<file path="config.mk">
export PLATFORM = sky130hd
export DESIGN_NAME = flag_reg_unit
export DESIGN_NICKNAME = d
export VERILOG_FILES = /design/src/rtl/jmp_defs.sv /design/src/rtl/flag_stack.sv /design/src/rtl/flag_reg_unit.sv
export SDC_FILE = /design/constraint.sdc
export NUM_CORES = 1
export LEC_CHECK = 0
export BUFFER_PORTS_ARGS = -buffer_cell sky130_fd_sc_hd__clkbuf_2
export CAP_MARGIN = 20
export CORE_UTILIZATION = 47
export CTS_CLUSTER_SIZE = 16
export DETAILED_ROUTE_END_ITERATION = 10
export PLACE_DENSITY_LB_ADDON = 0.25
export SLEW_MARGIN = 20
export SYNTH_ARGS = -nofsm -noshare
export SYNTH_HDL_FRONTEND = slang
export SYNTH_HIERARCHICAL = 1
export SYNTH_SLANG_ARGS = --single-unit
</file>
<file path="constraint.sdc">
create_clock -name clk -period 1.6 [get_ports clk]
set_input_delay 0.08 -clock clk [delete_from_list [all_inputs] [get_ports clk]]
set_output_delay 0.08 -clock clk [all_outputs]
set_load 0.05 [all_outputs]
</file>
<file path="src/rtl/jmp_defs.sv">
// Purpose: jump opcodes and flag bit positions shared by the flag register and the jump-condition unit.
// Latency: none, declarations only.
// Backpressure: none.
package jmp_defs;

  localparam logic [3:0] ZERO          = 4'd0;
  localparam logic [3:0] NOTZERO       = 4'd1;
  localparam logic [3:0] EQUAL         = 4'd2;
  localparam logic [3:0] NOTEQUAL      = 4'd3;
  localparam logic [3:0] GREATER       = 4'd4;
  localparam logic [3:0] LESS          = 4'd5;
  localparam logic [3:0] GREATEQUAL    = 4'd6;
  localparam logic [3:0] LESSEQUAL     = 4'd7;
  localparam logic [3:0] CARRY         = 4'd8;
  localparam logic [3:0] NOTCARRY      = 4'd9;
  localparam logic [3:0] UNCONDITIONAL = 4'd10;

  localparam int FLAG_C = 0;
  localparam int FLAG_S = 1;
  localparam int FLAG_Z = 2;
  localparam int FLAG_W = 3;

  typedef logic [FLAG_W-1:0] flags_t;

  // Flags consumed (cleared) by a taken jump of the given opcode.
  function automatic flags_t jmp_clear_mask(input logic [3:0] op);
    flags_t m;
    m = '0;
    case (op)
      ZERO, EQUAL: m[FLAG_Z] = 1'b1;
      CARRY:       m[FLAG_C] = 1'b1;
      LESS:        m[FLAG_S] = 1'b1;
      default:     m = '0;
    endcase
    return m;
  endfunction

endpackage

</file>
<file path="src/rtl/flag_stack.sv">
// Purpose: small LIFO of 3-bit flag snapshots for nested interrupt save/restore, with sticky error.
// Latency: push/pop take effect on the next clock; dout shows the current top combinationally.
// Backpressure: none; push when full or pop when empty is dropped and sets err, push+pop together is dropped and sets err.
module flag_stack #(
  parameter int DEPTH = 4,  // at least 1
  parameter int PTR_W = 3   // 2**PTR_W must exceed DEPTH
) (
  input  logic       clk,
  input  logic       rst,
  input  logic       push,
  input  logic       pop,
  input  logic [2:0] din,
  output logic [2:0] dout,
  output logic       full,
  output logic       empty,
  output logic       err
);

  logic [PTR_W-1:0] ptr_q, ptr_d;
  logic             err_q, err_d;
  logic             do_push;
  logic [2:0]       mem_q [DEPTH];

  assign full  = (ptr_q == PTR_W'(DEPTH));
  assign empty = (ptr_q == '0);
  assign err   = err_q;

  // Pointer/error next state; a simultaneous push and pop is refused outright.
  always_comb begin
    ptr_d   = ptr_q;
    err_d   = err_q;
    do_push = 1'b0;
    if (push && pop) begin
      err_d = 1'b1;
    end else if (push) begin
      if (full) begin
        err_d = 1'b1;
      end else begin
        do_push = 1'b1;
        ptr_d   = ptr_q + 1'b1;
      end
    end else if (pop) begin
      if (empty) begin
        err_d = 1'b1;
      end else begin
        ptr_d = ptr_q - 1'b1;
      end
    end
  end

  // Top-of-stack read: entry ptr-1, zero when nothing is held.
  always_comb begin
    dout = '0;
    for (int i = 0; i < DEPTH; i++) begin
      if (ptr_q == PTR_W'(i + 1)) dout = mem_q[i];
    end
  end

  // Pointer and sticky error registers.
  always_ff @(posedge clk) begin
    if (rst) begin
      ptr_q <= '0;
      err_q <= 1'b0;
    end else begin
      ptr_q <= ptr_d;
      err_q <= err_d;
    end
  end

  // Snapshot storage; entries above the pointer are never read, so no reset is needed.
  always_ff @(posedge clk) begin
    for (int i = 0; i < DEPTH; i++) begin
      if (do_push && (ptr_q == PTR_W'(i))) mem_q[i] <= din;
    end
  end

endmodule

</file>
<file path="src/rtl/flag_reg_unit.sv">
// Purpose: condition-code register (C/S/Z) with ALU capture, SETC/CLRC, jump consume-clear and interrupt save/restore.
// Latency: every request is visible on carry/sign/zero one clock later; outputs are purely registered.
// Backpressure: none; illegal stack operations are dropped and flagged on sticky stack_err.
module flag_reg_unit
  import jmp_defs::*;
#(
  parameter int STACK_DEPTH = 4,
  parameter int PTR_W       = 3
) (
  input  logic       clk,
  input  logic       rst,
  input  logic       alu_valid,
  input  logic       alu_carry,
  input  logic       alu_sign,
  input  logic       alu_zero,
  input  logic [2:0] alu_fmask,
  input  logic       setc,
  input  logic       clrc,
  input  logic       jmp_taken,
  input  logic [3:0] jmp_op,
  input  logic       int_save,
  input  logic       int_restore,
  output logic       carry,
  output logic       sign,
  output logic       zero,
  output logic       stack_empty,
  output logic       stack_full,
  output logic       stack_err
);

  flags_t flags_q, flags_d;
  flags_t alu_vec, clr_mask, pop_dat;
  logic   restore_ok;

  // Snapshots hold the pre-update flags; the stack itself decides full/empty/conflict handling.
  flag_stack #(
    .DEPTH (STACK_DEPTH),
    .PTR_W (PTR_W)
  ) u_stack (
    .clk   (clk),
    .rst   (rst),
    .push  (int_save),
    .pop   (int_restore),
    .din   (flags_q),
    .dout  (pop_dat),
    .full  (stack_full),
    .empty (stack_empty),
    .err   (stack_err)
  );

  // Flag next state, applied lowest priority first so later sources override earlier ones.
  always_comb begin
    alu_vec         = '0;
    alu_vec[FLAG_C] = alu_carry;
    alu_vec[FLAG_S] = alu_sign;
    alu_vec[FLAG_Z] = alu_zero;
    clr_mask        = jmp_taken ? jmp_clear_mask(jmp_op) : '0;
    // A restore paired with a save is refused by the stack, so it must not load flags either.
    restore_ok      = int_restore && !int_save && !stack_empty;

    flags_d = flags_q;
    for (int i = 0; i < FLAG_W; i++) begin
      if (alu_valid && alu_fmask[i]) flags_d[i] = alu_vec[i];
    end
    if (setc) flags_d[FLAG_C] = 1'b1;
    if (clrc) flags_d[FLAG_C] = 1'b0;
    flags_d = flags_d & ~clr_mask;
    if (restore_ok) flags_d = pop_dat;
  end

  // Flag register.
  always_ff @(posedge clk) begin
    if (rst) flags_q <= '0;
    else     flags_q <= flags_d;
  end

  assign carry = flags_q[FLAG_C];
  assign sign  = flags_q[FLAG_S];
  assign zero  = flags_q[FLAG_Z];

endmodule

</file>
==> out/qor.yml <==
synthesis:
  netlist_top_cells_count: "a21oi_1, edfxtp_1, nor2_1"
  yosys_most_used_dff: "edfxtp_1"
  ys.warnings.count: 6
  yosys.area_share.adder_pct: 7.25
  ys_async_sr_fraction_pct: 0
  synth_top_area_share_pct: 34.8
  synth_compound_area_share_pct: 14.3
  synth.ff_latch_count: 19
  syn_inst: 92
  netlist_area_sq_mm: 0.00104
  synthSimpleGateAreaFrac_pct: 23.9
  synth_area_per_cell_sq_um: 11.3
  synthesis.nets: 116
  muxShareOfSynthArea_pct: 2.05
  synth-edff-count: 12
  yosysTopAreaCell: "edfxtp_1"
  synth_area_leaders: "edfxtp_1, dfxtp_1, ha_1"
  synth_cell_types: 36
  synth_top_family_by_area: "simple AND/OR/NAND/NOR gates"
  yosysSeqAreaShare_pct: 48.3
  yosys.area_share.xor_xnor_pct: 1.69
place:
  place_ws_ps: 47.8
  place.gp.congestion: 0.821
  dp_hpwl_mm: 1.61
  port_buffers: 23
floorplan:
  top_level_ports: 24
  initial_core_util_pct: 51.2
  die_area_sq_mm: 0.00240
  fp.coreArea_sq_mm: 0.00202
  die_w_um: 49.0
  chipHeight_um: 49.0
  row_count: 16
cts:
  clock-sinks: 19
  clk_pin_slew_ps: 100
  clock_latency_ps: 280
  cts-root-buf: "clkbuf_4"
  numCtsBuffers: 3
  cts.htree.levels: 1
  clockBufferDepth: 2
  cts_tree: "built"
  cts.hold.buffers_added: 0
grt:
  grt_overflow: 0
  grt_max_degree: 12
  track_usage_pct: 18.7
  grt_pass1_vias: 753
  antenna_found_initial: 0
  grt_pass1_wl_mm: 3.40
final_layout:
  regArea_sq_um: 505
  fill_cells: 176
  multi_input_area_sq_um: 546
  diodes: 0
  syn_to_final_growth_pct: 24.8
  layout-drive-gt1-share_pct: 41.1
  finalNetCount: 149
power_and_ir_drop:
  power_density_mw_per_mm2: 1010
  p_comb_share_pct: 36.7
  clockPowerShare_pct: 17.7
  max-vdd-ir-drop_mv: 0.587
  p_sw_share_pct: 33.8
  intPower_w: 0.000866
  power_switching_w: 0.000441
  p_leak_nw: 0.548
  power_frac_seq_pct: 45.6
drt:
  drc: 0
  postRouteAntennaNets: 0
  vias_per_cell: 5.48
  firstDrtPassIters: 4
  wl_per_cell_um: 13.6
  detailedRoute.firstIterationViolations: 14
  routed_wl_mm: 2.05
  vias: 828
job:
  cap_violations: 0
timing:
  slew_violations: 0
  setup_slack_ps: 59.5
  rsz0062_at_grt: "true"
  skew_ps: 1.37
  hold_ws_ps: 34.5
  max_clock_freq_mhz: 649
  fin_crit_ps: 1540
  setup_violations: 0
  fin_crit_sh_pct: 96.3
  final-hold-violation-count: 0
  slew_headroom_pct: 81.2
  tns_ps: 0
  max_slew.worst_pin.slew_ps: 279
critical_path:
  cp.arrival_ps: 1760
  critPathLaunchType: "flop"
  cp.required_ps: 1820
  ff2ff_path_depth: 6
  path_max_fanout: 4
  critPathCaptureType: "flop"
  crit_type: "flop to flop"
hold_path:
  hp-class: "primary input to flop"
  min_path_cells: 3
status:
  status: "finished clean"
flip-flops by register name, summed over array words and instances (netlist names):
name           flops
u_stack/mem_q     12
u_stack/ptr_q      3
flags_q            3
u_stack/err        1
final timing paths:
path                         start                  end  slack, ps
setup reg to reg  u_stack/ptr_q[1]           flags_q[2]         60
setup / recovery  u_stack/ptr_q[1]           flags_q[2]         60
hold reg to reg         flags_q[0]  u_stack/mem_q[3][0]        550
hold / removal                clrc           flags_q[0]         30
per-stage QoR:
step	power, W	cell area [sq um]	util [%]	instances
floorplan	0.000924	1060	-	92
CTS	0.00128	1260	62.2	149
global route	0.00138	1290	63.9	151
global placement	0.00103	1230	60.8	145
detailed placement	0.00105	1230	60.8	145
finish	0.00131	1290	63.9	151
critical path, stage by stage, from the launching register on:
cell and delay (ps):
dfxtp_4 380, inv_4 70, ha_4 150, nor2b_4 190, nor3b_4 70, or4_1 480, a21oi_1 130
what timing repair did:
item	in CTS	in global routing
setup endpoints to repair	0	3
setup buffers	0	2
gates resized for setup	0	7
cells by family after synthesis:
group	after synthesis
AO/OA/AOI/OAI	22
XOR/XNOR	2
adder cells (fa/ha/maj)	6
buffers and inverters	5
flip-flops	19
multiplexers	2
AND/OR/NAND/NOR	36
power groups by stage:
stage,registers (W),logic (W),clock network [W]
2_1_floorplan,0.000636,0.000288,0
3_3_place_gp,0.000600,0.000433,0
3_5_place_dp,0.000604,0.000447,0
4_1_cts,0.000592,0.000449,0.000236
5_1_grt,0.000601,0.000525,0.000255
6_report,0.000596,0.000480,0.000231
layout by cell type (no fill, tap or decap), types with 2 or more instances in the layout:
cell type,synthesis,final
nor2_1,9,9
a21oi_2,0,2
a21boi_0,2,2
edfxtp_1,12,12
nand3b_1,5,5
and3_1,4,4
inv_4,0,2
nand2_1,4,4
clkbuf_2,0,23
buf_4,0,6
a21oi_1,12,10
dfxtp_1,7,5
o31ai_1,2,2
xnor2_1,2,2
clkbuf_4,0,3
ha_1,6,4
routing by layer:
layer,wire (um),track usage (%),vias up
met5,0,0,-
met4,28,8.33,0
met3,75,2.49,4
met2,1010,29.4,23
met1,933,25.7,392
li1,-,-,409
layout make-up:
class | instances | area share [%]
inverter | 4 | 1.55
timing repair buffer | 29 | 12.4
clock buffer | 3 | 1.74
sequential | 19 | 39.1
tap | 27 | 2.61
multi-input combinational | 68 | 42.2
clock inverter | 1 | 0.387
(Power assumes the default switching activity.)
